### config.mk
export PLATFORM = sky130hd
export DESIGN_NAME = ccd_test_sequencer
export DESIGN_NICKNAME = d
export VERILOG_FILES = /design/src/rtl/ccd_test_sequencer.sv
export SDC_FILE = /design/constraint.sdc
export NUM_CORES = 1
export LEC_CHECK = 0
export CORE_ASPECT_RATIO = 2
export CORE_MARGIN = 1.5
export CORE_UTILIZATION = 25
export DETAILED_ROUTE_END_ITERATION = 7
export PLACE_DENSITY = 0.46
export SYNTH_ARGS = -nofsm -noshare
export SYNTH_HDL_FRONTEND = slang
export SYNTH_SLANG_ARGS = --single-unit
### constraint.sdc
create_clock -name sys_clk -period 2.7 [get_ports sys_clk]
set_input_delay 0.54 -clock sys_clk [delete_from_list [all_inputs] [get_ports sys_clk]]
set_output_delay 0.54 -clock sys_clk [all_outputs]
set_load 0.05 [all_outputs]
### src/rtl/ccd_test_sequencer.sv
// ccd_test_sequencer
//   Programmable CCD/ADC functional-test sequencer. Pulls DAC codes from a
//   show-ahead FIFO, drives the BOS analog front-end strobes and the DAC, and
//   captures one ADC word per pixel into a valid-strobed output stream.
//
//   Ports
//     sys_clk, n_rst        clock, asynchronous active-low reset
//     cfg_wr/addr/data      config register write (accepted in IDLE only)
//     start, stop           run start (IDLE only), abort (any state, wins over start)
//     smp_data/empty/rdreq  show-ahead sample FIFO interface (rdreq is combinational)
//     dac_d                 DAC code
//     clk_fpga/shp/shd_fpga BOS strobes, high whenever not running
//     adc_q                 BOS parallel output, already in sys_clk domain
//     cap_data/cap_valid    captured sample (zero-extended) and its strobe
//     busy, done, underflow state != IDLE, completion pulse, sticky FIFO underflow
//
//   Register map (16 bit each)
//     0 mode (bit0: 1 = CCD, 0 = plain)   1 black level    2 per_last
//     3 shp {hi,lo}   4 shd {hi,lo}   5 {cap_pos, clk_fall}   6 pix_cnt
//   per_last, black and pix_cnt keep only PH_W, DAC_W and CNT_W bits.
//   Requires DAC_W, ADC_W, CNT_W <= 16.
module ccd_test_sequencer #(
  parameter int DAC_W = 14,
  parameter int ADC_W = 12,
  parameter int PH_W  = 8,
  parameter int CNT_W = 16
) (
  input  logic             sys_clk,
  input  logic             n_rst,
  input  logic             cfg_wr,
  input  logic [2:0]       cfg_addr,
  input  logic [15:0]      cfg_data,
  input  logic             start,
  input  logic             stop,
  input  logic [DAC_W-1:0] smp_data,
  input  logic             smp_empty,
  output logic             smp_rdreq,
  output logic [DAC_W-1:0] dac_d,
  output logic             clk_fpga,
  output logic             shp_fpga,
  output logic             shd_fpga,
  input  logic [ADC_W-1:0] adc_q,
  output logic [15:0]      cap_data,
  output logic             cap_valid,
  output logic             busy,
  output logic             done,
  output logic             underflow
);

  typedef enum logic [1:0] {IDLE = 2'd0, PRIME = 2'd1, RUN = 2'd2} state_t;

  state_t             state_q, state_d;
  logic [PH_W-1:0]    ph_q, ph_d;
  logic [CNT_W-1:0]   pix_q, pix_d;
  logic [DAC_W-1:0]   hold_q, hold_d;
  logic               done_q, done_d;
  logic               uf_q, uf_d;

  // config registers
  logic               mode_q, mode_d;
  logic [DAC_W-1:0]   black_q, black_d;
  logic [PH_W-1:0]    per_q, per_d;
  logic [15:0]        shp_q, shp_d, shd_q, shd_d, capclk_q, capclk_d;
  logic [CNT_W-1:0]   pixn_q, pixn_d;

  // registered front-end outputs
  logic               clk_fpga_q, clk_fpga_d, shp_fpga_q, shp_fpga_d, shd_fpga_q, shd_fpga_d;
  logic [DAC_W-1:0]   dac_d_q, dac_d_d;
  logic [15:0]        cap_data_q, cap_data_d;
  logic               cap_valid_q, cap_valid_d;

  // stop suppresses all RUN-side effects in its own cycle, so an aborted
  // pixel never pops, captures or flags underflow
  logic               run_act, fetch, last_ph, last_pix;
  logic [15:0]        ph16, clk_fall, cap_pos;
  logic [CNT_W-1:0]   pix_tgt;

  assign ph16     = 16'(ph_q);
  assign clk_fall = {8'd0, capclk_q[7:0]};
  assign cap_pos  = {8'd0, capclk_q[15:8]};
  assign pix_tgt  = pixn_q - CNT_W'(1);
  assign run_act  = (state_q == RUN) && !stop;
  assign last_ph  = (ph_q == per_q);
  assign last_pix = (pix_q == pix_tgt);
  assign fetch    = run_act && (ph_q == '0);

  assign smp_rdreq = fetch && !smp_empty;

  always_comb begin
    state_d  = state_q;
    ph_d     = ph_q;
    pix_d    = pix_q;
    hold_d   = hold_q;
    done_d   = 1'b0;
    uf_d     = uf_q;
    mode_d   = mode_q;
    black_d  = black_q;
    per_d    = per_q;
    shp_d    = shp_q;
    shd_d    = shd_q;
    capclk_d = capclk_q;
    pixn_d   = pixn_q;

    if (state_q == IDLE && cfg_wr) begin
      case (cfg_addr)
        3'd0:    mode_d   = cfg_data[0];
        3'd1:    black_d  = cfg_data[DAC_W-1:0];
        3'd2:    per_d    = cfg_data[PH_W-1:0];
        3'd3:    shp_d    = cfg_data;
        3'd4:    shd_d    = cfg_data;
        3'd5:    capclk_d = cfg_data;
        3'd6:    pixn_d   = cfg_data[CNT_W-1:0];
        default: ;
      endcase
    end

    case (state_q)
      IDLE: if (start) begin
        if (pixn_q == '0) done_d = 1'b1;
        else begin
          state_d = PRIME;
          uf_d    = 1'b0;
          pix_d   = '0;
        end
      end
      PRIME: if (!smp_empty) begin
        state_d = RUN;
        ph_d    = '0;
      end
      RUN: begin
        ph_d = last_ph ? '0 : ph_q + PH_W'(1);
        if (last_ph) begin
          if (last_pix) begin
            state_d = IDLE;
            done_d  = 1'b1;
          end else pix_d = pix_q + CNT_W'(1);
        end
        // an empty FIFO still counts the pixel; hold keeps the last code
        if (fetch) begin
          if (smp_empty) uf_d = 1'b1;
          else hold_d = smp_data;
        end
      end
      default: state_d = IDLE;
    endcase

    if (stop) begin
      state_d = IDLE;
      ph_d    = '0;
      pix_d   = pix_q;
      done_d  = 1'b0;
      uf_d    = uf_q;
    end
  end

  // strobes and DAC follow ph by one clock; hold_d lets the DAC show the
  // sample fetched in the same pixel
  always_comb begin
    clk_fpga_d  = 1'b1;
    shp_fpga_d  = 1'b1;
    shd_fpga_d  = 1'b1;
    dac_d_d     = black_q;
    cap_valid_d = 1'b0;
    cap_data_d  = cap_data_q;
    if (run_act) begin
      clk_fpga_d  = ph16 < clk_fall;
      shp_fpga_d  = !((ph16 >= {8'd0, shp_q[7:0]}) && (ph16 < {8'd0, shp_q[15:8]}));
      shd_fpga_d  = !((ph16 >= {8'd0, shd_q[7:0]}) && (ph16 < {8'd0, shd_q[15:8]}));
      dac_d_d     = (mode_q && (ph16 < clk_fall)) ? black_q : hold_d;
      cap_valid_d = (ph16 == cap_pos);
      if (cap_valid_d) cap_data_d = 16'(adc_q);
    end
  end

  always_ff @(posedge sys_clk or negedge n_rst) begin
    if (!n_rst) begin
      state_q     <= IDLE;
      ph_q        <= '0;
      pix_q       <= '0;
      hold_q      <= '0;
      done_q      <= 1'b0;
      uf_q        <= 1'b0;
      mode_q      <= 1'b1;
      black_q     <= '0;
      per_q       <= PH_W'(7);
      shp_q       <= 16'h0301;
      shd_q       <= 16'h0705;
      capclk_q    <= 16'h0704;
      pixn_q      <= '0;
      clk_fpga_q  <= 1'b0;
      shp_fpga_q  <= 1'b0;
      shd_fpga_q  <= 1'b0;
      dac_d_q     <= '0;
      cap_data_q  <= '0;
      cap_valid_q <= 1'b0;
    end else begin
      state_q     <= state_d;
      ph_q        <= ph_d;
      pix_q       <= pix_d;
      hold_q      <= hold_d;
      done_q      <= done_d;
      uf_q        <= uf_d;
      mode_q      <= mode_d;
      black_q     <= black_d;
      per_q       <= per_d;
      shp_q       <= shp_d;
      shd_q       <= shd_d;
      capclk_q    <= capclk_d;
      pixn_q      <= pixn_d;
      clk_fpga_q  <= clk_fpga_d;
      shp_fpga_q  <= shp_fpga_d;
      shd_fpga_q  <= shd_fpga_d;
      dac_d_q     <= dac_d_d;
      cap_data_q  <= cap_data_d;
      cap_valid_q <= cap_valid_d;
    end
  end

  assign dac_d     = dac_d_q;
  assign clk_fpga  = clk_fpga_q;
  assign shp_fpga  = shp_fpga_q;
  assign shd_fpga  = shd_fpga_q;
  assign cap_data  = cap_data_q;
  assign cap_valid = cap_valid_q;
  assign busy      = (state_q != IDLE);
  assign done      = done_q;
  assign underflow = uf_q;

endmodule

Word level (Yosys, flattened, before mapping) --
Cells that the tools add are included.
Cells by class: add/subtract/negate cells 3, order comparisons 5, equal/unequal tests 22, mux-type cells 36, bitwise logic cells 1, reduce and logical (&&, ||, !) cells 30
Operators with widths (number):
- $mux 14 | 5
- $mux 16 | 4
- $pmux 16 s2 | 1
- $lt 8x8->1 | 3
- $mux 8 | 3
- $reduce_and 2->1 | 9
- $add 16x1->16 const B | 1
- $eq 16x16->1 | 1
- $eq 8x8->1 | 2
- $ge 8x8->1 | 2
- $logic_not 16->1 | 1
- $pmux 8 s2 | 1
- $sub 16x1->16 const B | 1
- $ne 3x3->1 const B | 5
- $mux 1 | 13
- $mux 2 | 6
- $ne 2x2->1 const B | 6
- $reduce_and 6->1 | 2
- $eq 3x3->1 const B | 3
- $add 8x1->8 const B | 1
- $logic_not 8->1 | 1
- $logic_and 1x1->1 | 7
- $eq 3x2->1 const B | 2
- $pmux 2 s3 | 1
- 11 further kinds | 16
Word-level totals: register bits 159, input bits 51, logic and storage cells 116

Longest topological paths before layout --
Gate-level depths: netlist of run 1.
word-level depth 7, mapped depth 12

Worst setup path before layout of run 1 --
Ideal clock, no wire load.
path type reg-to-output, from reg ph_q[5], to out smp_rdreq, arrival 2231 ps, data required time 2160 ps, setup slack -71 ps, cell stages (with the launch flop) 8, cells stage by stage dfrtp_1 > clkbuf_1 > nor4_1 > nand3_1 > or3_1 > clkbuf_1 > inv_1 > buf_1
On the way: cells in the longest elaborated chain, start to end 3
RTL lines:
- from (decl) | line 53 | logic [PH_W-1:0] ph_q, ph_d;
- from (signal assigned) | line 198 | ph_q <= ph_d;
- $logic_not 8->1 | line 85 | assign fetch = run_act && (ph_q == '0);
- $logic_and 1x1->1 | line 85
- $logic_and 1x1->1 | line 87 | assign smp_rdreq = fetch && !smp_empty;
- to (decl) | line 37 | output logic smp_rdreq,
No other way between the ends.

Final worst setup path of run 1 --
from reg pixn_q[9], to reg state_q[1]
On the way: cells in the longest elaborated chain, start to end 4
RTL lines:
- from (decl) | line 64 | logic [CNT_W-1:0] pixn_q, pixn_d;
- from (signal assigned) | line 209 | pixn_q <= pixn_d;
- $sub 16x1->16 | line 81 | assign pix_tgt = pixn_q - CNT_W'(1);
- $eq 16x16->1 | line 84 | assign last_pix = (pix_q == pix_tgt);
- $ne 3x3->1 (no source line)
- $reduce_and 5->1 (no source line) *
- to (signal assigned) | line 197 | state_q <= state_d;
- to (decl) | line 52 | state_t state_q, state_d;
Mark *: on every way between the ends. The rest lies on a longest branch, timed or not. A chain may end at the register's enable or synchronous reset.

==> results of run 1 <==
## per-stage QoR
step	total power, mW	hold slack, ns	area [µm²]
after floorplan	4.78	0.244	8210
after global placement	5.60	0.449	9940
after detailed placement	5.64	0.455	9940
after CTS	8.23	0.101	10700
after global routing	8.70	0.122	11000
final	8.22	0.0832	11000
## power breakdown
part           switching, mW  internal [mW]
Clock                   1.08           1.36
Combinational           1.31           1.17
Sequential             0.316           2.98
Total                   2.71           5.51
## layout make-up
cell class | count | area, µm²
clock buffers | 20 | 467
clock inverters | 12 | 128
fillers | 3293 | 21300
inverters | 52 | 198
multi-input cells | 542 | 4190
flip-flops and latches | 159 | 4000
well taps | 427 | 534
repair buffers | 157 | 1460
## sequential cells by signal, summed over array words and instances (netlist names), 2 cells and up
| signal | cells |
|---|---|
| state_q | 2 |
| hold_q | 14 |
| cap_data | 12 |
| black_q | 14 |
| dac_d | 14 |
| per_q | 8 |
| pixn_q | 16 |
| pix_q | 16 |
| shp_q | 16 |
| ph_q | 8 |
| shd_q | 16 |
| capclk_q | 16 |
## what timing repair did
| item | 4_1_cts | 5_1_grt |
|---|---|---|
| cloned | 1 | 0 |
| endpoints found under the setup margin | 19 | 20 |
| gates resized for setup | 30 | 41 |
| hold buffers | 0 | 0 |
| setup buffers | 7 | 8 |
| endpoints found under the hold margin | 0 | 0 |
| pin swaps | 12 | 20 |
## cells in the mapped netlist, types with 5 or more instances
master,instances
sky130_fd_sc_hd__nor3b_1,8
sky130_fd_sc_hd__xor2_1,15
sky130_fd_sc_hd__nand2b_1,11
sky130_fd_sc_hd__nor4_1,6
sky130_fd_sc_hd__nand3_1,16
sky130_fd_sc_hd__dfrtp_1,143
sky130_fd_sc_hd__buf_1,5
sky130_fd_sc_hd__nor2_1,31
sky130_fd_sc_hd__and3_1,7
sky130_fd_sc_hd__nand2_1,120
sky130_fd_sc_hd__o21ai_0,38
sky130_fd_sc_hd__nand4_1,5
sky130_fd_sc_hd__clkbuf_1,21
sky130_fd_sc_hd__a21o_1,18
sky130_fd_sc_hd__mux2_2,87
sky130_fd_sc_hd__ha_1,41
sky130_fd_sc_hd__xnor2_1,31
sky130_fd_sc_hd__or3_1,12
sky130_fd_sc_hd__nor2b_1,9
sky130_fd_sc_hd__a21oi_1,19
sky130_fd_sc_hd__inv_1,52
sky130_fd_sc_hd__dfstp_2,16
sky130_fd_sc_hd__nor3_1,19
## kinds of logic after synthesis
group,synth area share
compound gates,0.0756
mux,0.123
other cells,0.000458
simple gates,0.157
fa+ha+maj,0.0627
buf+inv,0.0428
flops,0.489
xor+xnor,0.0493
## routing by layer
layer | GRT usage | wire [µm] | vias to the layer above
li1 | - | - | 2959
met1 | 0.144 | 8330 | 3038
met2 | 0.302 | 14500 | 82
met3 | 0.0266 | 437 | 46
met4 | 0.0794 | 1040 | 0
met5 | 0 | 0 | -
## how the worst max path moves through the flow
| stage | from | endpoint | slack [ns] | cells after the start |
|---|---|---|---|---|
| global placement | pixn_q[9] | pix_q[13] | -0.30 | 8 |
| floorplan | pixn_q[0] | pix_q[15] | 0.04 | 12 |
| finish | pixn_q[9] | state_q[1] | -0.01 | 9 |
| global route | pixn_q[1] | pix_q[5] | -0.11 | 11 |
| detailed placement | pixn_q[9] | pix_q[9] | -0.36 | 8 |
| CTS | pixn_q[9] | pix_q[15] | -0.05 | 9 |
==> results.md, run 1 <==
- The run finished, with violations left.
- The checks that failed: negative setup slack.
- The DRC violation count after routing is 0.
- The launching element type of the critical path is a flip-flop.
- The critical path goes through or4_4 > buf_6 > o31a_1 > a311o_1 > and3_4 > nand4_1 > and4b_2 > buf_6 > a311oi_2.
- The number of antenna repair diodes is 0.
- The share of the Yosys chip area taken by registers is 0.489.
- Leaving out fill and tap cells, the most frequent cell in the layout is sky130_fd_sc_hd__dfrtp_1.
- The library cell with the largest summed area after synthesis is sky130_fd_sc_hd__dfrtp_1.
- During synthesis, Yosys emitted a total of 0 warnings.
- Synthesis inferred 159 register bits.
- CTS placed an instance of sky130_fd_sc_hd__clkbuf_16 at the clock tree root.
- The via count of the first global-routing pass is 6515.
- The setup violation total in the final timing report is 1.
- At the worst endpoint, the required time is 3.04 ns.
- The largest stage delay on the critical path is 0.57 ns.
- Counting every sink on the clock net gives 159.
- Across every metal layer, demand over resource in global routing totals 0.153.
- Of all nets on the critical path, the largest fanout is 5.
- The number of nets at the end of the flow is 1021.
- The final total negative setup slack is -0.0149 ns.
- Entering global routing, the biggest net connects 61 pins.
- After synthesis, the share of flip-flops with an asynchronous set or reset is 1.00.
- The main flop type after synthesis is sky130_fd_sc_hd__dfrtp_1.
- The first-pass GRT wire length is 37.6 mm.
- The routed design could run at a clock period as short as 2.71 ns.
- Before antenna repair, the detailed router went through 4 iterations.
- The area growth from synthesis to layout is 34.2%.
- Once routing completed, OpenROAD measured the worst setup slack at -0.0149 ns.
- For the worst setup path, the data arrival time is 3.05 ns.
- The mean number of vias per cell is 4.47.
- The final count of hold timing violations came to 0.
- The final weighted congestion in routability-driven placement is 0.928.
- The cell total after placement is 1322.
- After detailed routing, the total wire length is 24.3 mm.
- The reg-to-reg critical path startpoint is pixn_q[9].
- TritonCTS built the clock tree.
- Together, buffers and inverters on the worst path number 2.
- OpenSTA, run right after detailed placement, puts the worst setup slack at -0.360 ns.
- Setup repair after global routing could not meet its margin everywhere.
- Among all stages on the critical path, the largest delay is contributed by sky130_fd_sc_hd__or4_4.
- In this run the static leakage power is 5.00 nW.
- VDD sags by at most 0.000473 V.
- The latest clock arrival within the worst-skew pair is 0.45 ns.
- Clock-pin slew was measured on the worst setup and hold paths at 0.07 ns.
- The count of unique library cells instantiated by Yosys is 56.
- The die covers 0.0339 mm².
- In this run the tightest slew margin relative to its limit is 0.217.
- The synthesized cell area is 0.00818 mm².
- The actual slew at the worst max-slew pin is 1.16 ns.
- The count of routing violations after the opening detailed-route iteration is 246.
- The setup path with the least slack is of type flip-flop to flip-flop.
- The final max-slew violation count is 0.
- The areal power density over the cells is 749 mW/mm².
- The endpoint identified for the worst register-to-register timing path is state_q[1].
- The horizontal die dimension is 131 µm.
- The setup check on the worst reg-to-reg path leaves a slack of -0.01 ns.
- The initial antenna violation count is 0.
- The kind of end point of the critical path is a flip-flop.
- The residual antenna-violating net count after detailed routing is 0.
- The region available for standard cell placement spans 0.0322 mm².
- The die is 259 µm tall.
- Derived from the worst setup path, the maximum achievable clock frequency is 368 MHz.
- The period utilization is 1.01.
- After global routing the overflow that remains totals 0.
- Of the post-synthesis cell area, the dominant cell type holds 0.437.
- In the layout the commonest cells are sky130_fd_sc_hd__dfrtp_1 (143), sky130_fd_sc_hd__nand2_1 (120), sky130_fd_sc_hd__mux2_2 (87).
- The count of H-tree levels built during CTS is 4.
- The routed length per instance is 17.8 µm.
- The post-layout utilization of the core is 0.341.
- The placement row count is 93.
- The number of clock buffers added by TritonCTS is 17.
- Synthesis produced 782 cells.
- The post-synthesis average cell area is 10.5 µm².
- The setup skew after layout is 0.0123 ns.
- The clock passes through at most 2 buffers.
- Of the cells placed in the final design, the portion with a size suffix greater than 1 is 0.289.
- During I/O placement, the number of pins put on the boundary was 89.
- The number of maximum-capacitance violations is 0.
- The worst register-to-register path has a depth of 9.
- The dominant delay contributor by cell family on the critical path is simple AND/OR/NAND/NOR gates.
- The library cell appearing most often on the critical path is sky130_fd_sc_hd__buf_6.
- Sorting the synthesized cells by area gives the leading types as sky130_fd_sc_hd__dfrtp_1 (44%), sky130_fd_sc_hd__mux2_2 (12%), sky130_fd_sc_hd__ha_1 (6.3%).
- The synthesized design contains 0 enable-type register cells.
- The count of buffers from port buffering is 84.
- The initial utilization of the core area, before any placement, comes to 0.254.
- The post-detailed-placement half-perimeter wirelength is 18.1 mm.
- The path class of the lowest-slack min-delay path is primary input to asynchronous set/reset pin.
- The final cell count without fillers is 1369.
- The final route contains 6125 vias.
(Power assumes the default switching activity.)
==> run 2, diff against run 1 <==
Settings changed: PLACE_DENSITY 0.46 to 0.41.
==> results.md, run 2 (synthesized netlist as in run 1, its figures left out) <==
- The number of maximum-capacitance violations is 0 (unchanged).
- Setup repair after global routing could not meet its margin everywhere.
- The category of the critical setup timing path is flip-flop to flip-flop.
- The count of routing violations after the opening detailed-route iteration came to 238 (-3.3%).
- The critical path required time was 2.99 ns (-0.05 ns).
- In this run the most critical hold path is launched from cap_data[8].
- The post-detailed-placement half-perimeter wirelength is 18.2 mm (+0.82%).
- The share of total power consumed by net switching was 0.321 (-0.00887).
- The effective utilization at floorplan is 0.254 (unchanged).
- The initial antenna violation count came to 0 (unchanged).
- The area of the placeable core is 0.0322 mm² (unchanged).
- The residual antenna-violating net count after detailed routing is 0 (unchanged).
- The highest layer used for signal routing is met4.
- The switching power is 2.63 mW (-3.2%).
- The actual slew at the worst max-slew pin was 1.13 ns (-0.0298 ns).
- The library cell used most frequently in the layout, excluding fill and tap cells, is sky130_fd_sc_hd__dfrtp_1.
- The setup slack at placement is -0.314 ns (+0.0459 ns).
- The vertical die dimension is 259 µm (unchanged).
- The internal power component came to 5.55 mW (+0.81%).
- The die footprint is 0.0339 mm² (unchanged).
- The worst slew slack as a fraction of its limit is 0.239 (+0.0222).
- The count of buffers from port buffering is 84 (unchanged).
- The final count of hold timing violations came to 0 (unchanged).
- In the layout the commonest cells are sky130_fd_sc_hd__dfrtp_1 (140), sky130_fd_sc_hd__nand2_1 (120), sky130_fd_sc_hd__mux2_2 (87).
- The fraction of power consumed by sequential logic is 0.404 (+0.003).
- The path class of the lowest-slack min-delay path is flip-flop to flip-flop.
- The count of H-tree levels built during CTS was 4 (unchanged).
- The horizontal die dimension came to 131 µm (unchanged).
- The final weighted congestion in routability-driven placement came to 0.850 (-8.4%).
- The routed wire length is 24.4 mm (+0.51%).
- The routed length per instance came to 17.9 µm (+1.1%).
- The first-pass GRT wire length was 38.3 mm (+2.0%).
- The setup violation total in the final timing report came to 3 (+2).
- The leakage power of the design was 4.88 nW (-2.4%).
- The aggregate global routing overflow was 0 (unchanged).
- The areal power density over the cells is 757 mW/mm² (+1.0%).
- The achievable frequency is 368 MHz (about the same).
- The maximum vdd drop is 0.000478 V (+1.0%).
- The maximum number of pins on one net before global-route repair is 56 (-8.2%).
- The placement row count is 93 (unchanged).
- The clock group share of total power is 0.302 (+0.004).
- The count of clock tree sinks is 159 (unchanged).
- The arrival time reported for the critical path endpoint is 3.01 ns (-0.04 ns).
- The routed via count is 6012 (-1.8%).
- The iteration count of the initial detailed-routing pass is 4 (unchanged).
- The launching element type of the critical path is a flip-flop.
- The share of layout cells above drive strength 1 is 0.263 (-0.0254).
- The flow ran to the end, but the final reports show violations.
- The worst hold margin is 0.464 ns (+0.381 ns).
- The via count of the first global-routing pass came to 6529 (+0.21%).
- The most critical setup path has its startpoint at pixn_q[3].
- The shortest period the worst path allows is 2.72 ns (+0.00111 ns).
- TritonCTS built the clock tree.
- The period utilization came to 1.01 (about the same).
- The overall global routing resource usage came to 0.156 (+0.00323).
- The buffer type at the clock tree root is sky130_fd_sc_hd__clkbuf_16.
- The I/O pin total is 89 (unchanged).
- The setup skew after layout came to 0.00809 ns (-0.00418 ns).
- The clock input transition at the sequential cells of the worst setup and hold paths was 0.07 ns (about the same).
- The number of buffers inserted during clock tree synthesis is 17 (unchanged).
- The fraction of power consumed by combinational cells was 0.295 (-0.007).
- The latest clock arrival within the worst-skew pair came to 0.44 ns (about the same).
- The post-layout worst setup margin was -0.0160 ns (-0.00111 ns).
- The largest fanout on the critical path is 11 (+6).
- The total routed wire length on the met1 layer is 8.90 mm (+6.8%).
- The number of antenna repair diodes is 0 (unchanged).
- The area growth from synthesis to layout is 32.1%.
- The overall power consumption is 8.18 mW (-0.51%).
- The met2 routed wirelength is 14.2 mm (-2.0%).
- The worst register-to-register path begins at pixn_q[3].
- The clock tree buffer depth is 2 (unchanged).
- The routed wire length on met3 came to 515 µm (+18%).
- The mean number of vias per cell is 4.42 (-1.3%).
- The checks that failed: negative setup slack.
- The number of nets at the end of the flow was 1015 (-0.59%).
- The final max-slew violation count came to 0 (unchanged).
- The DRC violation count after routing is 0 (unchanged).
- STA classifies the critical path endpoint as a flip-flop.
run 2: cell count changes in the layout (fill, tap and decap cells not counted), moves of 3 or more:
cell and change:
sky130_fd_sc_hd__or3_4 -4, sky130_fd_sc_hd__dfrtp_1 -3, sky130_fd_sc_hd__a21oi_1 +3, sky130_fd_sc_hd__nor3_4 -3, sky130_fd_sc_hd__or3_1 +4, sky130_fd_sc_hd__nor2_2 -3, sky130_fd_sc_hd__dfrtp_2 +3, sky130_fd_sc_hd__nor3_2 +3
sky130_fd_sc_hd__clkinv_4 -3, sky130_fd_sc_hd__buf_4 -6, sky130_fd_sc_hd__a21oi_2 -3
run 2: cell type report:
class | instances | area (µm²)
Tap cell | 427 | 534
Sequential cell | 159 | 4000
Inverter | 52 | 198
Clock inverter | 8 | 106
Fill cell | 3324 | 21400
Multi-Input combinational cell | 541 | 4040
Clock buffer | 22 | 484
Timing Repair Buffer | 152 | 1440
run 2: through the flow:
| step | cells | utilization | cell area [µm²] | TNS (ns) |
|---|---|---|---|---|
| after floorplan | 785 | - | 8210 | 0 |
| after global placement | 1325 | 0.310 | 9980 | -1.16 |
| after detailed placement | 1325 | 0.310 | 9980 | -3.34 |
| after CTS | 1360 | 0.333 | 10700 | -0.0162 |
| after global routing | 1361 | 0.335 | 10800 | -2.13 |
| final | 1361 | 0.335 | 10800 | -0.0336 |
run 2: path summary, 6_finish.rpt:
| check | endpoint | slack [ns] | depth (start not counted) |
|---|---|---|---|
| hold / removal | cap_data[8] | 0.46 | 2 |
| setup reg to reg | pix_q[15] | -0.02 | 9 |
| min in group asynchronous | shd_q[1] | 0.57 | 2 |
| hold reg to reg | cap_data[8] | 0.46 | 2 |
| max in group asynchronous | capclk_q[9] | 1.45 | 3 |
| setup / recovery | pix_q[15] | -0.02 | 9 |
run 2: repair_timing:
| item | in CTS | in global routing |
|---|---|---|
| hold endpoints to repair | 11 | 0 |
| hold buffers | 1 | 0 |
| gates resized for setup | 23 | 19 |
| pin swaps | 2 | 3 |
| buffers inserted | 4 | 1 |
| endpoints found under the setup margin | 18 | 19 |
run 2: layer usage:
metal	GRT usage	up-vias
met5	0	-
met2	0.305	87
met1	0.156	2943
li1	-	2947
met4	0.0650	0
met3	0.0285	35
run 2: critical path, stage by stage (launching register included):
cell and delay (ns):
sky130_fd_sc_hd__dfrtp_1 0.41, sky130_fd_sc_hd__or4_4 0.60, sky130_fd_sc_hd__o31a_1 0.32, sky130_fd_sc_hd__a311o_1 0.27
sky130_fd_sc_hd__and3_4 0.19, sky130_fd_sc_hd__a41o_1 0.21, sky130_fd_sc_hd__buf_12 0.16, sky130_fd_sc_hd__nor4_4 0.21
sky130_fd_sc_hd__xnor2_1 0.15, sky130_fd_sc_hd__nor2_1 0.05
run 2: power by group through the flow:
stage	clock network, mW	logic (mW)	registers (mW)
after floorplan	0	1.20	3.58
after global placement	0	2.30	3.32
after detailed placement	0	2.32	3.34
after CTS	2.56	2.38	3.30
after global routing	2.66	2.65	3.37
final	2.47	2.41	3.30
==> run 3, diff against run 2 <==
Settings changed: CELL_PAD_IN_SITES_DETAIL_PLACEMENT set to 0, CELL_PAD_IN_SITES_GLOBAL_PLACEMENT set to 1, PLACE_DENSITY 0.41 to 0.5.
==> results.md, run 3 (synthesized netlist as in run 1, its figures left out) <==
- The buffer type at the clock tree root is sky130_fd_sc_hd__clkbuf_16.
- The aggregate global routing overflow is 0 (unchanged).
- The setup slack at placement is -0.0948 ns (+0.219 ns).
- The residual antenna-violating net count after detailed routing is 0 (unchanged).
- The vertical die dimension is 259 µm (unchanged).
- The via count of the first global-routing pass is 6343 (-2.8%).
- The setup violation total in the final timing report is 10 (+7).
- The areal power density over the cells came to 753 mW/mm² (-0.49%).
- The clock tree from TritonCTS is built.
- The largest stage delay on the critical path is 0.55 ns (-0.05 ns).
- The library cell used most frequently in the layout, excluding fill and tap cells, is sky130_fd_sc_hd__dfrtp_1.
- The library cells used most frequently in the layout, excluding fill and tap cells, are sky130_fd_sc_hd__dfrtp_1 (142), sky130_fd_sc_hd__nand2_1 (120), sky130_fd_sc_hd__mux2_2 (87).
- The growth of design area from synthesis to finish is 31.1%.
- The horizontal die dimension was 131 µm (unchanged).
- Setup repair after global routing could not meet its margin everywhere.
- The placement row count was 93 (unchanged).
- The first-pass GRT wire length is 37.1 mm (-3.1%).
- The maximum vdd drop is 0.000485 V (+1.4%).
- The number of antenna repair diodes is 0 (unchanged).
- On the critical path, the stage with the largest delay is an instance of sky130_fd_sc_hd__or4_4.
- STA classifies the critical path endpoint as a flip-flop.
- The latest clock arrival within the worst-skew pair was 0.45 ns (about the same).
- The leakage power of the design is 4.86 nW (-0.43%).
- The die footprint is 0.0339 mm² (unchanged).
- The dominant delay contributor by cell family on the critical path is simple AND/OR/NAND/NOR gates.
- The shortest period the worst path allows is 2.75 ns (+0.0299 ns).
- The final max-slew violation count is 0 (unchanged).
- The initial antenna violation count is 0 (unchanged).
- The routed length per instance is 17.8 µm (-0.89%).
- The number of buffers inserted during clock tree synthesis is 17 (unchanged).
- The number of maximum-capacitance violations is 0 (unchanged).
- The largest fanout on the critical path is 11 (unchanged).
- The critical path buffer and inverter count is 2 (+1).
- The area of the placeable core is 0.0322 mm² (unchanged).
- The period utilization is 1.02 (+0.0111).
- The iteration count of the initial detailed-routing pass is 4 (unchanged).
- The number of nets at the end of the flow is 1015 (unchanged).
- The I/O pin total is 89 (unchanged).
- The count of buffers from port buffering is 84 (unchanged).
- The post-cts hold buffer count is 0 (-1).
- The final weighted congestion in routability-driven placement is 0.834 (-1.9%).
- The setup skew after layout is 0.0172 ns (+0.00912 ns).
- The routed via count is 6015 (+0.050%).
- The count of H-tree levels built during CTS is 4 (unchanged).
- The routed wire length is 24.2 mm (-0.74%).
- The effective utilization at floorplan is 0.254 (unchanged).
- The critical path required time came to 3.01 ns (+0.02 ns).
- The post-layout worst setup margin is -0.0459 ns (-0.0299 ns).
- The count of routing violations after the opening detailed-route iteration is 197 (-17%).
- The overall global routing resource usage is 0.152 (-0.00368).
- The category of the critical setup timing path is flip-flop to flip-flop.
- The mean number of vias per cell is 4.41 (about the same).
- The actual slew at the worst max-slew pin came to 1.01 ns (-0.119 ns).
- The achievable frequency is 364 MHz (-1.1%).
- The share of layout cells above drive strength 1 was 0.259 (-0.00484).
- STA classifies the critical path startpoint as a flip-flop.
- The critical path goes through or4_4 > buf_6 > o31a_1 > a311o_1 > and3_4 > a41o_1 > buf_12 > nor4_4 > xnor2_1 > nor2_1.
- The checks that failed: negative setup slack.
- The clock tree buffer depth is 2 (unchanged).
- The DRC violation count after routing was 0 (unchanged).
- The maximum number of pins on one net before global-route repair is 53 (-5.4%).
- The clock input transition at the sequential cells of the worst setup and hold paths is 0.07 ns (about the same).
- The worst slew slack as a fraction of its limit was 0.319 (+0.0801).
- The post-layout utilization of the core is 0.333 (-0.00260).
- The run finished, with violations left.
- The arrival time reported for the critical path endpoint is 3.05 ns (+0.04 ns).
- The path class of the lowest-slack min-delay path is primary input to asynchronous set/reset pin.
- The post-detailed-placement half-perimeter wirelength was 18.6 mm (+1.7%).
- The count of clock tree sinks was 159 (unchanged).
- The final count of hold timing violations is 0 (unchanged).
[run 3: changes by cell type in the layout (fill, tap and decap cells not counted), moves of 3 or more]
cell and delta:
sky130_fd_sc_hd__nor3_2 -3, sky130_fd_sc_hd__buf_4 +3, sky130_fd_sc_hd__nor4_2 -3, sky130_fd_sc_hd__buf_12 -3, sky130_fd_sc_hd__inv_6 +4, sky130_fd_sc_hd__nor3_1 +3, sky130_fd_sc_hd__clkinvlp_4 +3
[run 3: what timing repair did]
item	in CTS	in global routing
buffers inserted	0	4
pin swaps	0	4
gates resized for setup	14	20
setup endpoints to repair	16	19
[run 3: final cells by class]
cell class / instances / area [µm²]
inverter: 52 / 200
clock inverter: 13 / 129
multi-input combinational: 541 / 4000
fill: 3295 / 21500
timing repair buffer: 152 / 1410
tap: 427 / 534
clock buffer: 19 / 453
sequential: 159 / 4000
[run 3: worst paths after layout]
check / endpoint / slack (ns) / cells past startpoint / from
max: pix_q[15] / -0.05 / 10 / pixn_q[9]
min: shp_q[2] / 0.04 / 1 / n_rst
max reg2reg: pix_q[15] / -0.05 / 10 / pixn_q[9]
min reg2reg: hold_q[8] / 0.47 / 2 / hold_q[8]
max in group asynchronous: pix_q[13] / 1.86 / 2 / n_rst
min in group sys_clk: hold_q[8] / 0.47 / 2 / hold_q[8]
[run 3: report_power, final]
group          switching, mW  leakage [nW]  internal, mW  total (mW)
combinational           1.27          2.62          1.12        2.39
clock                   1.08         0.269          1.33        2.41
sequential             0.302          1.97          2.98        3.28
total                   2.65          4.86          5.43        8.08
[run 3: layer usage]
| metal | part of all wire | GRT usage | up-vias |
|---|---|---|---|
| met5 | 0 | 0 | - |
| met4 | 0.039 | 0.0733 | 0 |
| met3 | 0.027 | 0.0312 | 42 |
| met2 | 0.58 | 0.298 | 107 |
| met1 | 0.35 | 0.146 | 2911 |
| li1 | - | - | 2955 |
[run 3: per-stage QoR]
step | cells | hold slack [ns] | cell area [µm²] | TNS (ns) | power (mW)
CTS | 1359 | 0.0530 | 10600 | -0.286 | 8.15
global placement | 1327 | 0.448 | 9960 | -0.368 | 5.65
floorplan | 785 | 0.244 | 8210 | 0 | 4.78
finish | 1363 | 0.0423 | 10700 | -0.205 | 8.08
global route | 1363 | 0.0565 | 10700 | -2.05 | 8.58
detailed placement | 1327 | 0.455 | 9960 | -0.560 | 5.68
